### src/rtl/sseg_scan_controller.sv
`default_nettype none
// ============================================================================
//  Module      : sseg_scan_controller
//  Description : Multiplexed seven-segment digit scanner with its own refresh
//                timebase. Each digit gets a slot of CLK_DIV cycles. A slot
//                is a blanking interval with all anodes off, then a
//                PWM-controlled lit interval, then off for the rest of the
//                slot.
//  Ports       : clk_i         system clock
//                reset_i       asynchronous active-high reset
//                enable_i      scan enable; low blanks the anodes and restarts
//                digit_en_i    per-digit enable (dark digits keep their slot)
//                brightness_i  PWM level 0..15, sampled at each slot start
//                anode_o       registered one-hot anode drive
//                digit_sel_o   registered index of the current slot
//                frame_start_o one-cycle pulse at the first cycle of slot 0
//  Revision    : 1.0 - initial release
// ============================================================================
module sseg_scan_controller #(
   parameter int NUM_DIGITS       = 4,
   parameter int CLK_DIV          = 100000,
   parameter int BLANK_CYCLES     = 16,
   parameter bit ANODE_ACTIVE_LOW = 1'b1
) (
   input  logic                          clk_i,
   input  logic                          reset_i,
   input  logic                          enable_i,
   input  logic [NUM_DIGITS-1:0]         digit_en_i,
   input  logic [3:0]                    brightness_i,
   output logic [NUM_DIGITS-1:0]         anode_o,
   output logic [$clog2(NUM_DIGITS)-1:0] digit_sel_o,
   output logic                          frame_start_o
);

   localparam int SEL_W   = $clog2(NUM_DIGITS);
   localparam int CNT_W   = $clog2(CLK_DIV);
   localparam int ON_UNIT = (CLK_DIV - BLANK_CYCLES) / 16;

   localparam logic [CNT_W-1:0]      C_CNT_LAST   = CNT_W'(CLK_DIV - 1);
   localparam logic [CNT_W-1:0]      C_BLANK_LAST = CNT_W'(BLANK_CYCLES - 1);
   localparam logic [SEL_W-1:0]      C_SEL_LAST   = SEL_W'(NUM_DIGITS - 1);
   // XOR mask turning a one-hot "lit" vector into the pin polarity; it is
   // also the all-inactive anode pattern.
   localparam logic [NUM_DIGITS-1:0] C_ANODE_OFF  =
      ANODE_ACTIVE_LOW ? {NUM_DIGITS{1'b1}} : {NUM_DIGITS{1'b0}};

   typedef enum logic [1:0] {
      S_IDLE  = 2'd0,
      S_BLANK = 2'd1,
      S_ON    = 2'd2,
      S_OFF   = 2'd3
   } state_t;

   state_t                  state_q, state_d;
   logic [CNT_W-1:0]        cnt_q, cnt_d;
   logic [SEL_W-1:0]        slot_q, slot_d;
   logic [3:0]              bright_q, bright_d;
   logic [NUM_DIGITS-1:0]   anode_q, anode_d;
   logic [SEL_W-1:0]        digit_sel_q, digit_sel_d;
   logic                    frame_start_q, frame_start_d;

   logic [3:0]              w_bright_cur;
   logic [31:0]             w_on_last;
   logic                    w_on_end;
   logic                    w_slot_first;
   logic [SEL_W-1:0]        w_slot_next;
   logic [NUM_DIGITS-1:0]   w_onehot;

   // On the first cycle of a slot the live input is used directly so that
   // the level in force for the whole slot is the one sampled right there.
   assign w_slot_first = (state_q == S_BLANK) && (cnt_q == '0);
   assign w_bright_cur = w_slot_first ? brightness_i : bright_q;
   assign w_on_last    = 32'(BLANK_CYCLES) - 32'd1
                       + 32'(ON_UNIT) * (32'(w_bright_cur) + 32'd1);
   assign w_on_end     = (32'(cnt_q) == w_on_last);
   assign w_slot_next  = (slot_q == C_SEL_LAST) ? '0 : slot_q + SEL_W'(1);

   always_comb begin
      state_d  = state_q;
      cnt_d    = cnt_q;
      slot_d   = slot_q;
      bright_d = bright_q;
      w_onehot = '0;

      if (!enable_i) begin
         state_d = S_IDLE;
         cnt_d   = '0;
         slot_d  = '0;
      end else begin
         unique case (state_q)
            S_IDLE: begin
               state_d = S_BLANK;
               cnt_d   = '0;
               slot_d  = '0;
            end
            S_BLANK: begin
               if (w_slot_first) bright_d = brightness_i;
               cnt_d = cnt_q + CNT_W'(1);
               if (cnt_q == C_BLANK_LAST) state_d = S_ON;
            end
            S_ON: begin
               w_onehot[slot_q] = digit_en_i[slot_q];
               if (w_on_end && (cnt_q == C_CNT_LAST)) begin
                  // Full brightness filled the slot exactly: no OFF phase.
                  state_d = S_BLANK;
                  cnt_d   = '0;
                  slot_d  = w_slot_next;
               end else begin
                  cnt_d = cnt_q + CNT_W'(1);
                  if (w_on_end) state_d = S_OFF;
               end
            end
            S_OFF: begin
               if (cnt_q == C_CNT_LAST) begin
                  state_d = S_BLANK;
                  cnt_d   = '0;
                  slot_d  = w_slot_next;
               end else begin
                  cnt_d = cnt_q + CNT_W'(1);
               end
            end
            default: begin
               state_d = S_IDLE;
               cnt_d   = '0;
               slot_d  = '0;
            end
         endcase
      end

      anode_d       = w_onehot ^ C_ANODE_OFF;
      digit_sel_d   = enable_i ? slot_q : '0;
      frame_start_d = enable_i && w_slot_first && (slot_q == '0);
   end

   always_ff @(posedge clk_i or posedge reset_i) begin
      if (reset_i) begin
         state_q       <= S_IDLE;
         cnt_q         <= '0;
         slot_q        <= '0;
         bright_q      <= '0;
         anode_q       <= C_ANODE_OFF;
         digit_sel_q   <= '0;
         frame_start_q <= 1'b0;
      end else begin
         state_q       <= state_d;
         cnt_q         <= cnt_d;
         slot_q        <= slot_d;
         bright_q      <= bright_d;
         anode_q       <= anode_d;
         digit_sel_q   <= digit_sel_d;
         frame_start_q <= frame_start_d;
      end
   end

   assign anode_o       = anode_q;
   assign digit_sel_o   = digit_sel_q;
   assign frame_start_o = frame_start_q;

endmodule
`default_nettype wire

### config.mk
export PLATFORM = sky130hd
export DESIGN_NAME = sseg_scan_controller
export DESIGN_NICKNAME = d
export VERILOG_FILES = /design/src/rtl/sseg_scan_controller.sv
export SDC_FILE = /design/constraint.sdc
export NUM_CORES = 1
export LEC_CHECK = 0
export CAP_MARGIN = 20
export CELL_PAD_IN_SITES_DETAIL_PLACEMENT = 0
export CELL_PAD_IN_SITES_GLOBAL_PLACEMENT = 1
export CORE_MARGIN = 3
export CORE_UTILIZATION = 40
export CTS_CLUSTER_SIZE = 30
export DETAILED_ROUTE_END_ITERATION = 8
export PLACE_DENSITY_LB_ADDON = 0.1
export SLEW_MARGIN = 25
export SYNTH_ARGS = -nofsm -noshare
export SYNTH_HDL_FRONTEND = slang
export SYNTH_SLANG_ARGS = --single-unit
### constraint.sdc
create_clock -name clk_i -period 6.6 [get_ports clk_i]
set_input_delay 1.32 -clock clk_i [delete_from_list [all_inputs] [get_ports clk_i]]
set_output_delay 1.32 -clock clk_i [all_outputs]
set_load 0.1 [all_outputs]
==> results of run 1 <==
==> worst min-delay path, delay by kind of cell (launching register included) <==
family           cells  cell delay, ns
AND/OR/NAND/NOR      1            0.05
AO/OA/AOI/OAI        1            0.06
flip-flops           1            0.36
==> timing repair <==
| action | 4_1_cts | 5_1_grt |
|---|---|---|
| setup buffers | 0 | 1 |
| hold buffers | 0 | 0 |
| endpoints found under the hold margin | 0 | 0 |
| resized for setup | 0 | 2 |
| setup endpoints to repair | 0 | 21 |
==> final cells by class <==
type                    count  area, µm²  area share [%]
multi-input cells         317       2400            63.1
flip-flops and latches     32        806            21.2
repair buffers             31        300            7.91
well taps                 102        128            3.36
clock buffers               7       86.3            2.27
inverters                  20       75.1            1.98
clock inverters             1       7.51           0.198
==> registers in the layout, summed over array words and instances (netlist names) <==
register	cells
frame_start_o	1
digit_sel_o	2
cnt_q	17
slot_q	2
bright_q	4
state_q	2
anode_o	4
==> worst max-delay path by stage <==
stage | endpoint
floorplan | cnt_q[10]
global placement | slot_q[1]
detailed placement | slot_q[0]
CTS | slot_q[0]
global route | state_q[1]
finish | slot_q[0]
==> kinds of logic (layout without fill, tap and decap cells) <==
| group | after synthesis | after routing | synth area share, % |
|---|---|---|---|
| DFF | 32 | 32 | 24.4 |
| muxes | 11 | 11 | 3.86 |
| adders and majority gates | 51 | 51 | 20.0 |
| buffers and inverters | 29 | 59 | 3.63 |
| xor gates and xnor gates | 35 | 35 | 9.27 |
| and+or+nand+nor | 156 | 156 | 24.9 |
| AOI/OAI and AO/OA | 64 | 64 | 14.0 |
==> cells in the mapped netlist (3+ instances only) <==
library cell  number  share of area (%)
and2_1             5               0.95
o21a_1             3               0.68
and3_1             9                1.7
dfrtp_1           28                 21
ha_1              48                 18
a21o_1             3               0.68
nand3_1           14                2.1
xnor2_1           26                6.9
o31ai_1            3               0.68
clkbuf_1           7               0.79
o211ai_1           3               0.68
nor2b_1            8                1.5
nand2b_1           6                1.1
nor3_1             8                1.2
nand2_1           45                5.1
fa_1               3                1.8
nor2_1            31                3.5
inv_1             20                2.3
o21ai_0           11                1.7
a21oi_1           17                2.6
xor2_1             9                2.4
o2111ai_1          4                1.1
dfstp_2            4                3.2
mux2_2             4                1.4
nand4_1            7                1.3
or2_2              3               0.57
mux2i_1            6                1.8
==> stage by stage <==
stage               instances  util (%)  hold WS [ns]
CTS                       509      47.7         0.507
detailed placement        501      46.6         0.491
floorplan                 378         -         0.449
global placement          501      46.5         0.468
global route              510      48.2         0.565
finish                    510      48.2         0.506
==> routing by layer <==
layer / global-route usage, % / part of all wire (%)
met5: 0 / 0
met1: 25.9 / 50
met2: 27.9 / 47
met4: 4.86 / 1.5
met3: 2.24 / 1.8
==> metrics, run 1 <==
Design Area, Final=3800 µm²; Post-DP HPWL=6700 µm; Gate Count Post-Synth=378; vias in the first global route=2666; Die Y=96.9 µm; DRT Pass-1 Iters=4; crit path DAT=6.44 ns; fraction of layout cells with a size suffix above 1=11.3%; Tightest Pin Transition=0.994 ns; Setup WS pre-CTS=-0.200 ns; Buffers & Inverters on Critical Path=1; CP peak stage delay=0.53 ns; largest buffer count on any clock path=2; Period minus WS final=6.25 ns; vias=2753; FF+latch count, synth=32; IO buf count=17; startpoint types=primary input; DR iter-0 viols=75; TritonCTS buffer count=5; GPL Wtd Cong=0.852; Initial Util=41.9%; DP Area=3670 µm²; fmax=160 MHz; worst hold path type=flip-flop to flip-flop; Crit path top cell by count=ha_1; Hold Path End=bright_q[1]; Top FF cell, synth=dfrtp_1; htree depth=2; Max Cap Viol=0; CTS sink cnt=32; antenna-violating nets left=0; row count=32; Yosys warnings=0; slowest cell on the critical path=or4_1; first-pass GRT wire length=13700 µm; reg2reg setup slack=0.40 ns; CP Cell Sequence=clkdlybuf4s50_1 > mux2_2 > ha_1 > nor3b_2 > ha_1 > ha_1 > fa_1 > ha_1 > a21o_1 > o2bb2ai_1 > a21oi_1 > mux2_2 > or4_1 > nor3_1 > nand3_2 > and2_4 > o41ai_2; GRT Total Usage=17.8%; Final nets=469; launch point of the worst path=brightness_i[0]; RSZ-0062 raised after global routing=false; Die W=96.9 µm; Critical R2R Capture=slot_q[0]; wire per inst=16.0 µm; WL final=8160 µm; slew margin rel.=33.5%; antenna violations before repair=0; vias per inst=5.40; Pins Over Slew Limit=0; outcome=finished clean; most common cell after layout, fill and taps aside=ha_1; Layout fillers=778; Stages on worst setup path=17; number of library cell types mapped by synthesis=61; cell area after synthesis=3310 µm²; Post-Syn Nets=440; crit path capture type=flip-flop; commonest non-fill, non-tap cells in the layout=ha_1, nand2_1, nor2_1, dfrtp_1, xnor2_1; Crit Path Max Fanout=5; Area Overhead vs Synth=14.9%; largest net degree at the start of global routing=33; Core Footprint=7890 µm²; hold_sp=bright_q[1]; CP required=6.79 ns; root buffer cell=clkbuf_8; Die Area=9390 µm²; final setup violating endpoints=0; Tcrit/Tclk final=94.6%; Async S/R FF share, synth=100%; EDFF count, synth=0; Hold Path Depth=2; diodes inserted=0; Syn Area/Cell=8.75 µm²; sequential element share of the synthesized area=24.4%; CTS tree=built; clock skew=0.0129 ns; CP delay by family, top=simple AND/OR/NAND/NOR gates; min setup slack post-route=0.354 ns; Clock transition at path regs=0.07 ns; endpoints failing hold=0; critical path type=primary input to flip-flop; I/O Pins=18; worst skew pair latency=0.29 ns; R2R depth=20; remaining global-route overflow=0; Residual DRC=0; Reg-to-Reg Start=cnt_q[8]; setup_tns=0 ns
Power of run 1 is left out: the tool's default activity adds up to more than one toggle a clock period on the data nets, which glitch-free logic cannot reach.
==> run 2, diff against run 1 <==
- DONT_BUFFER_PORTS: default -> 1
==> run 2 against run 1 <==
Compared with the run above: setup slack gained 0.19 ns; first-iteration DRC count shrank 9.3%; core utilization shrank 1.9 points; global-route usage shrank 0.13 points; critical path depth grew 4; via count shrank 2.0%; wire length shrank 0.50%; maximum frequency grew 3.2%; critical endpoint unchanged.
==> metrics, run 2 (synthesized netlist as in run 1, its figures left out) <==
vias per inst=5.46 (+1.2%); max reg flops=17 (unchanged); crit path capture type=flip-flop; CP Cell Sequence=nor4_2 > nand4_2 > nor3_4 > buf_12 > mux2_2 > ha_1 > xnor2_1 > buf_4 > ha_1 > ha_1 > ha_1 > ha_1 > and4_1 > o2bb2ai_1 > a21oi_1 > mux2_2 > or4_1 > nor3_1 > nand3_2 > and2_4 > o41ai_2; vias in the first global route=2746 (+3.0%); largest buffer count on any clock path=2 (unchanged); Initial Util=41.9% (unchanged); Biggest register=cnt_q; Reg-to-Reg Start=cnt_q[14]; Tightest Pin Transition=0.874 ns (-0.121 ns); Clock transition at path regs=0.07 ns (about the same); vias=2698 (-2.0%); Area Overhead vs Synth=10.4%; CTS sink cnt=32 (unchanged); Crit Path Max Fanout=7 (+2); clock skew=0.00691 ns (-0.00599 ns); CTS tree=built; most common cell after layout, fill and taps aside=ha_1; Post-DP HPWL=6740 µm (+0.52%); antenna-violating nets left=0 (unchanged); Die Y=96.9 µm (unchanged); outcome=finished clean; Core Footprint=7890 µm² (unchanged); Residual DRC=0 (unchanged); DR iter-0 viols=68 (-9.3%); diodes inserted=0 (unchanged); htree depth=2 (unchanged); final setup violating endpoints=0 (unchanged); IO buf count=0 (-17); TritonCTS buffer count=5 (unchanged); GRT Total Usage=17.7% (-0.13 points); Tcrit/Tclk final=91.7% (-2.9 points); Crit path top cell by count=ha_1; GPL Wtd Cong=0.802 (-5.8%); endpoints failing hold=0 (unchanged); CP peak stage delay=0.54 ns (about the same); I/O Pins=18 (unchanged); fraction of layout cells with a size suffix above 1=12.0% (+0.72 points); Period minus WS final=6.06 ns (-0.191 ns); critical path type=flip-flop to flip-flop; Buffers & Inverters on Critical Path=2 (+1); Die Area=9390 µm² (unchanged); setup_tns=0 ns (unchanged); worst hold path type=flip-flop to flip-flop; Max Cap Viol=0 (unchanged); Die W=96.9 µm (unchanged); WL final=8120 µm (-0.50%); launch point of the worst path=cnt_q[14]; startpoint types=flip-flop; row count=32 (unchanged); slowest cell on the critical path=or4_1; commonest non-fill, non-tap cells in the layout=ha_1, nand2_1, nor2_1, dfrtp_1, xnor2_1; first-pass GRT wire length=13700 µm (unchanged); fmax=165 MHz (+3.2%); CP required=6.79 ns (about the same); CP delay by family, top=simple AND/OR/NAND/NOR gates; slew margin rel.=41.8% (+8.3 points); worst skew pair latency=0.29 ns (about the same); CTS Hold Bufs=0 (unchanged); RSZ-0062 raised after global routing=false; Pins Over Slew Limit=0 (unchanged); hold_sp=bright_q[3]; root buffer cell=clkbuf_8; crit path DAT=6.24 ns (-0.20 ns); largest net degree at the start of global routing=33 (unchanged); remaining global-route overflow=0 (unchanged); wire per inst=16.4 µm (+2.7%); Final nets=453 (-3.4%); DRT Pass-1 Iters=4 (unchanged); antenna violations before repair=0 (unchanged)
-- run 2: cell count changes in the layout (fill, tap and decap cells not counted) --
cell	change
bufinv_16	+1
clkinvlp_4	-1
clkinv_2	+1
clkdlybuf4s50_1	-17
buf_4	+1
clkbuf_8	-1
-- run 2: routing by layer --
layer	part of all wire (%)	up-vias	GRT usage [%]
met5	0	-	0
met4	2.0	0	5.51
met3	1.6	13	2.38
met2	48	23	29.0
met1	49	1298	24.2
li1	-	1364	-
-- run 2: what timing repair did --
| item | 4_1_cts | 5_1_grt |
|---|---|---|
| setup endpoints to repair | 0 | 21 |
| gates resized for setup | 0 | 2 |
| setup buffers | 0 | 2 |
-- run 2: cell type report --
class	count	area [µm²]
multi-input combinational	317	2400
sequential	32	806
fill	794	4240
timing repair buffer	15	138
tap	102	128
inverter	20	75.1
clock buffer	6	72.6
clock inverter	2	35.0
-- run 2: worst paths after layout --
kind,endpoint,slack [ns],cells past startpoint
worst min register to register,bright_q[3],0.50,2
worst max-delay path,slot_q[0],0.54,21
worst max register to register,slot_q[0],0.54,21
max in group asynchronous,anode_o[0],5.26,2
min in group asynchronous,cnt_q[3],1.00,2
worst min-delay path,bright_q[3],0.50,2
-- run 2: worst min-delay path: stages (launching register included) --
cell and delay (ns):
dfrtp_1 0.35, nand2_1 0.05, o21ai_0 0.07
-- run 2: stage by stage --
stage / cell area (µm²) / utilization, % / cells / hold WS [ns] / setup WS, ns
2_1_floorplan: 3310 / - / 378 / 0.449 / 0.525
6_report: 3650 / 46.3 / 494 / 0.497 / 0.545
4_1_cts: 3600 / 45.6 / 492 / 0.502 / 0.0143
5_1_grt: 3650 / 46.3 / 494 / 0.564 / 0.100
3_3_place_gp: 3490 / 44.2 / 484 / 0.486 / 0.195
3_5_place_dp: 3490 / 44.2 / 484 / 0.482 / 0.0208
Power of run 2 is left out for the same reason.
==> run 3, diff against run 2 <==
- MAX_ROUTING_LAYER: default -> met4
- REMOVE_ABC_BUFFERS: default -> 1
==> run 3 against run 2 <==
Compared with the run above: critical path depth unchanged; flip-flop and latch count did not move; sequential share of layout area up 0.45 points; die area stayed put; non-clock buffer count decreased by 6; clock skew decreased by 0.0013 ns; maximum frequency shrank 2.9%; highest routed layer unchanged; global-route usage up 0.58 points; count of clock-buffer cells in the layout is the same; core utilization shrank 0.92 points; register-to-register slack lost 0.18 ns.
==> metrics, run 3 (synthesized netlist as in run 1, its figures left out) <==
setup_tns=0 ns (unchanged); CTS tree=built; IO buf count=0 (unchanged); remaining global-route overflow=0 (unchanged); commonest non-fill, non-tap cells in the layout=ha_1, nand2_1, nor2_1, dfrtp_1, xnor2_1; Clock transition at path regs=0.07 ns (about the same); R2R depth=21 (unchanged); worst skew pair latency=0.28 ns (about the same); Final Core Density=45.4% (-0.92 points); Biggest register=cnt_q; first-pass GRT wire length=13500 µm (-0.86%); Die Area=9390 µm² (unchanged); Setup Fix Bufs, Post-CTS=0 (unchanged); Residual DRC=0 (unchanged); wire per inst=16.8 µm (+2.3%); hold_sp=bright_q[3]; root buffer cell=clkbuf_8; Core Footprint=7890 µm² (unchanged); Hold Path Depth=2 (unchanged); Pins Over Slew Limit=0 (unchanged); slew margin rel.=40.6% (-1.2 points); startpoint types=flip-flop; Die W=96.9 µm (unchanged); DR iter-0 viols=126 (+85%); Tightest Pin Transition=0.892 ns (+0.0178 ns); largest buffer count on any clock path=2 (unchanged); row count=32 (unchanged); antenna violations before repair=0 (unchanged); Post-DP HPWL=6680 µm (-0.87%); Tcrit/Tclk final=94.5% (+2.7 points); CTS sink cnt=32 (unchanged); CP required=6.77 ns (-0.02 ns); crit path DAT=6.40 ns (+0.16 ns); vias=2647 (-1.9%); Initial Util=41.9% (unchanged); largest net degree at the start of global routing=33 (unchanged); WL final=8200 µm (+1.0%); min setup slack post-route=0.365 ns (-0.180 ns); I/O Pins=18 (unchanged); worst hold path type=flip-flop to flip-flop; vias in the first global route=2662 (-3.1%); CTS Hold Bufs=0 (unchanged); vias per inst=5.42 (-0.68%); GPL Wtd Cong=0.835 (+4.0%); max reg flops=17 (unchanged); Die Y=96.9 µm (unchanged); most common cell after layout, fill and taps aside=ha_1; final setup violating endpoints=0 (unchanged); reg2reg setup slack=0.36 ns (-0.18 ns); critical path type=flip-flop to flip-flop; TritonCTS buffer count=5 (unchanged); fmax=160 MHz (-2.9%); diodes inserted=0 (unchanged); GRT Total Usage=18.3% (+0.58 points); Crit Path Max Fanout=17 (+10); Critical R2R Capture=cnt_q[0]; RSZ-0062 raised after global routing=false; Setup WS pre-CTS=0.285 ns (+0.265 ns); endpoints failing hold=0 (unchanged); Hold Path End=bright_q[3]; htree depth=2 (unchanged); antenna-violating nets left=0 (unchanged); fraction of layout cells with a size suffix above 1=10.6% (-1.4 points); Max Cap Viol=0 (unchanged); outcome=finished clean; Period minus WS final=6.24 ns (+0.180 ns); Final nets=447 (-1.3%); clock skew=0.00561 ns (-0.00130 ns); crit path capture type=flip-flop; Area Overhead vs Synth=8.17%; Reg-to-Reg Start=cnt_q[8]; DRT Pass-1 Iters=4 (unchanged)
==> run 3: per-layer routing <==
| metal | up-vias | share of wire, % | GRT usage [%] |
|---|---|---|---|
| met5 | - | 0 | - |
| met4 | 0 | 0.95 | 3.13 |
| met3 | 7 | 2.0 | 2.45 |
| met2 | 31 | 45 | 27.5 |
| met1 | 1258 | 52 | 26.7 |
| li1 | 1351 | - | - |
==> run 3: how the worst max path moves through the flow <==
stage          startpoint         to  slack, ns  depth (start not counted)
6_report         cnt_q[8]   cnt_q[0]       0.36                         21
4_1_cts          cnt_q[8]   cnt_q[0]       0.25                         21
3_5_place_dp     cnt_q[8]  cnt_q[11]       0.29                         21
3_3_place_gp     cnt_q[8]   cnt_q[5]       0.39                         21
2_1_floorplan   cnt_q[14]   cnt_q[0]       0.54                         20
5_1_grt          cnt_q[8]  cnt_q[15]       0.01                         22
==> run 3: stage by stage <==
step / hold WS (ns) / area [µm²] / cells
2_1_floorplan: 0.449 / 3260 / 369
3_3_place_gp: 0.478 / 3460 / 480
3_5_place_dp: 0.471 / 3460 / 480
4_1_cts: 0.487 / 3570 / 488
5_1_grt: 0.508 / 3580 / 488
6_report: 0.484 / 3580 / 488
==> run 3: what timing repair did <==
| item | in CTS | in global routing |
|---|---|---|
| endpoints found under the hold margin | 0 | 0 |
| setup endpoints to repair | 0 | 21 |
| gates resized for setup | 0 | 2 |
==> run 3: critical path, cell delays in order, from the launching register on <==
cell       delay, ns
dfrtp_1         0.46
nor3_1          0.34
nand4_2         0.29
nor3_4          0.30
mux2_2          0.41
ha_1            0.21
nor3b_1         0.14
buf_4           0.17
ha_1            0.27
ha_1            0.29
fa_1            0.46
ha_1            0.37
a21o_1          0.25
o2bb2ai_1       0.14
a21oi_1         0.22
mux2_2          0.36
or4_1           0.53
nor3_2          0.22
nand3_2         0.18
a21oi_4         0.18
buf_4           0.23
nor3b_1         0.07
==> run 3: layout make-up <==
class | instances | area [µm²]
well taps | 102 | 128
inverters | 20 | 75.1
clock buffers | 6 | 72.6
multi-input cells | 317 | 2390
flip-flops and latches | 32 | 806
fillers | 787 | 4310
repair buffers | 9 | 67.6
clock inverters | 2 | 35.0
Power of run 3 is left out for the same reason.
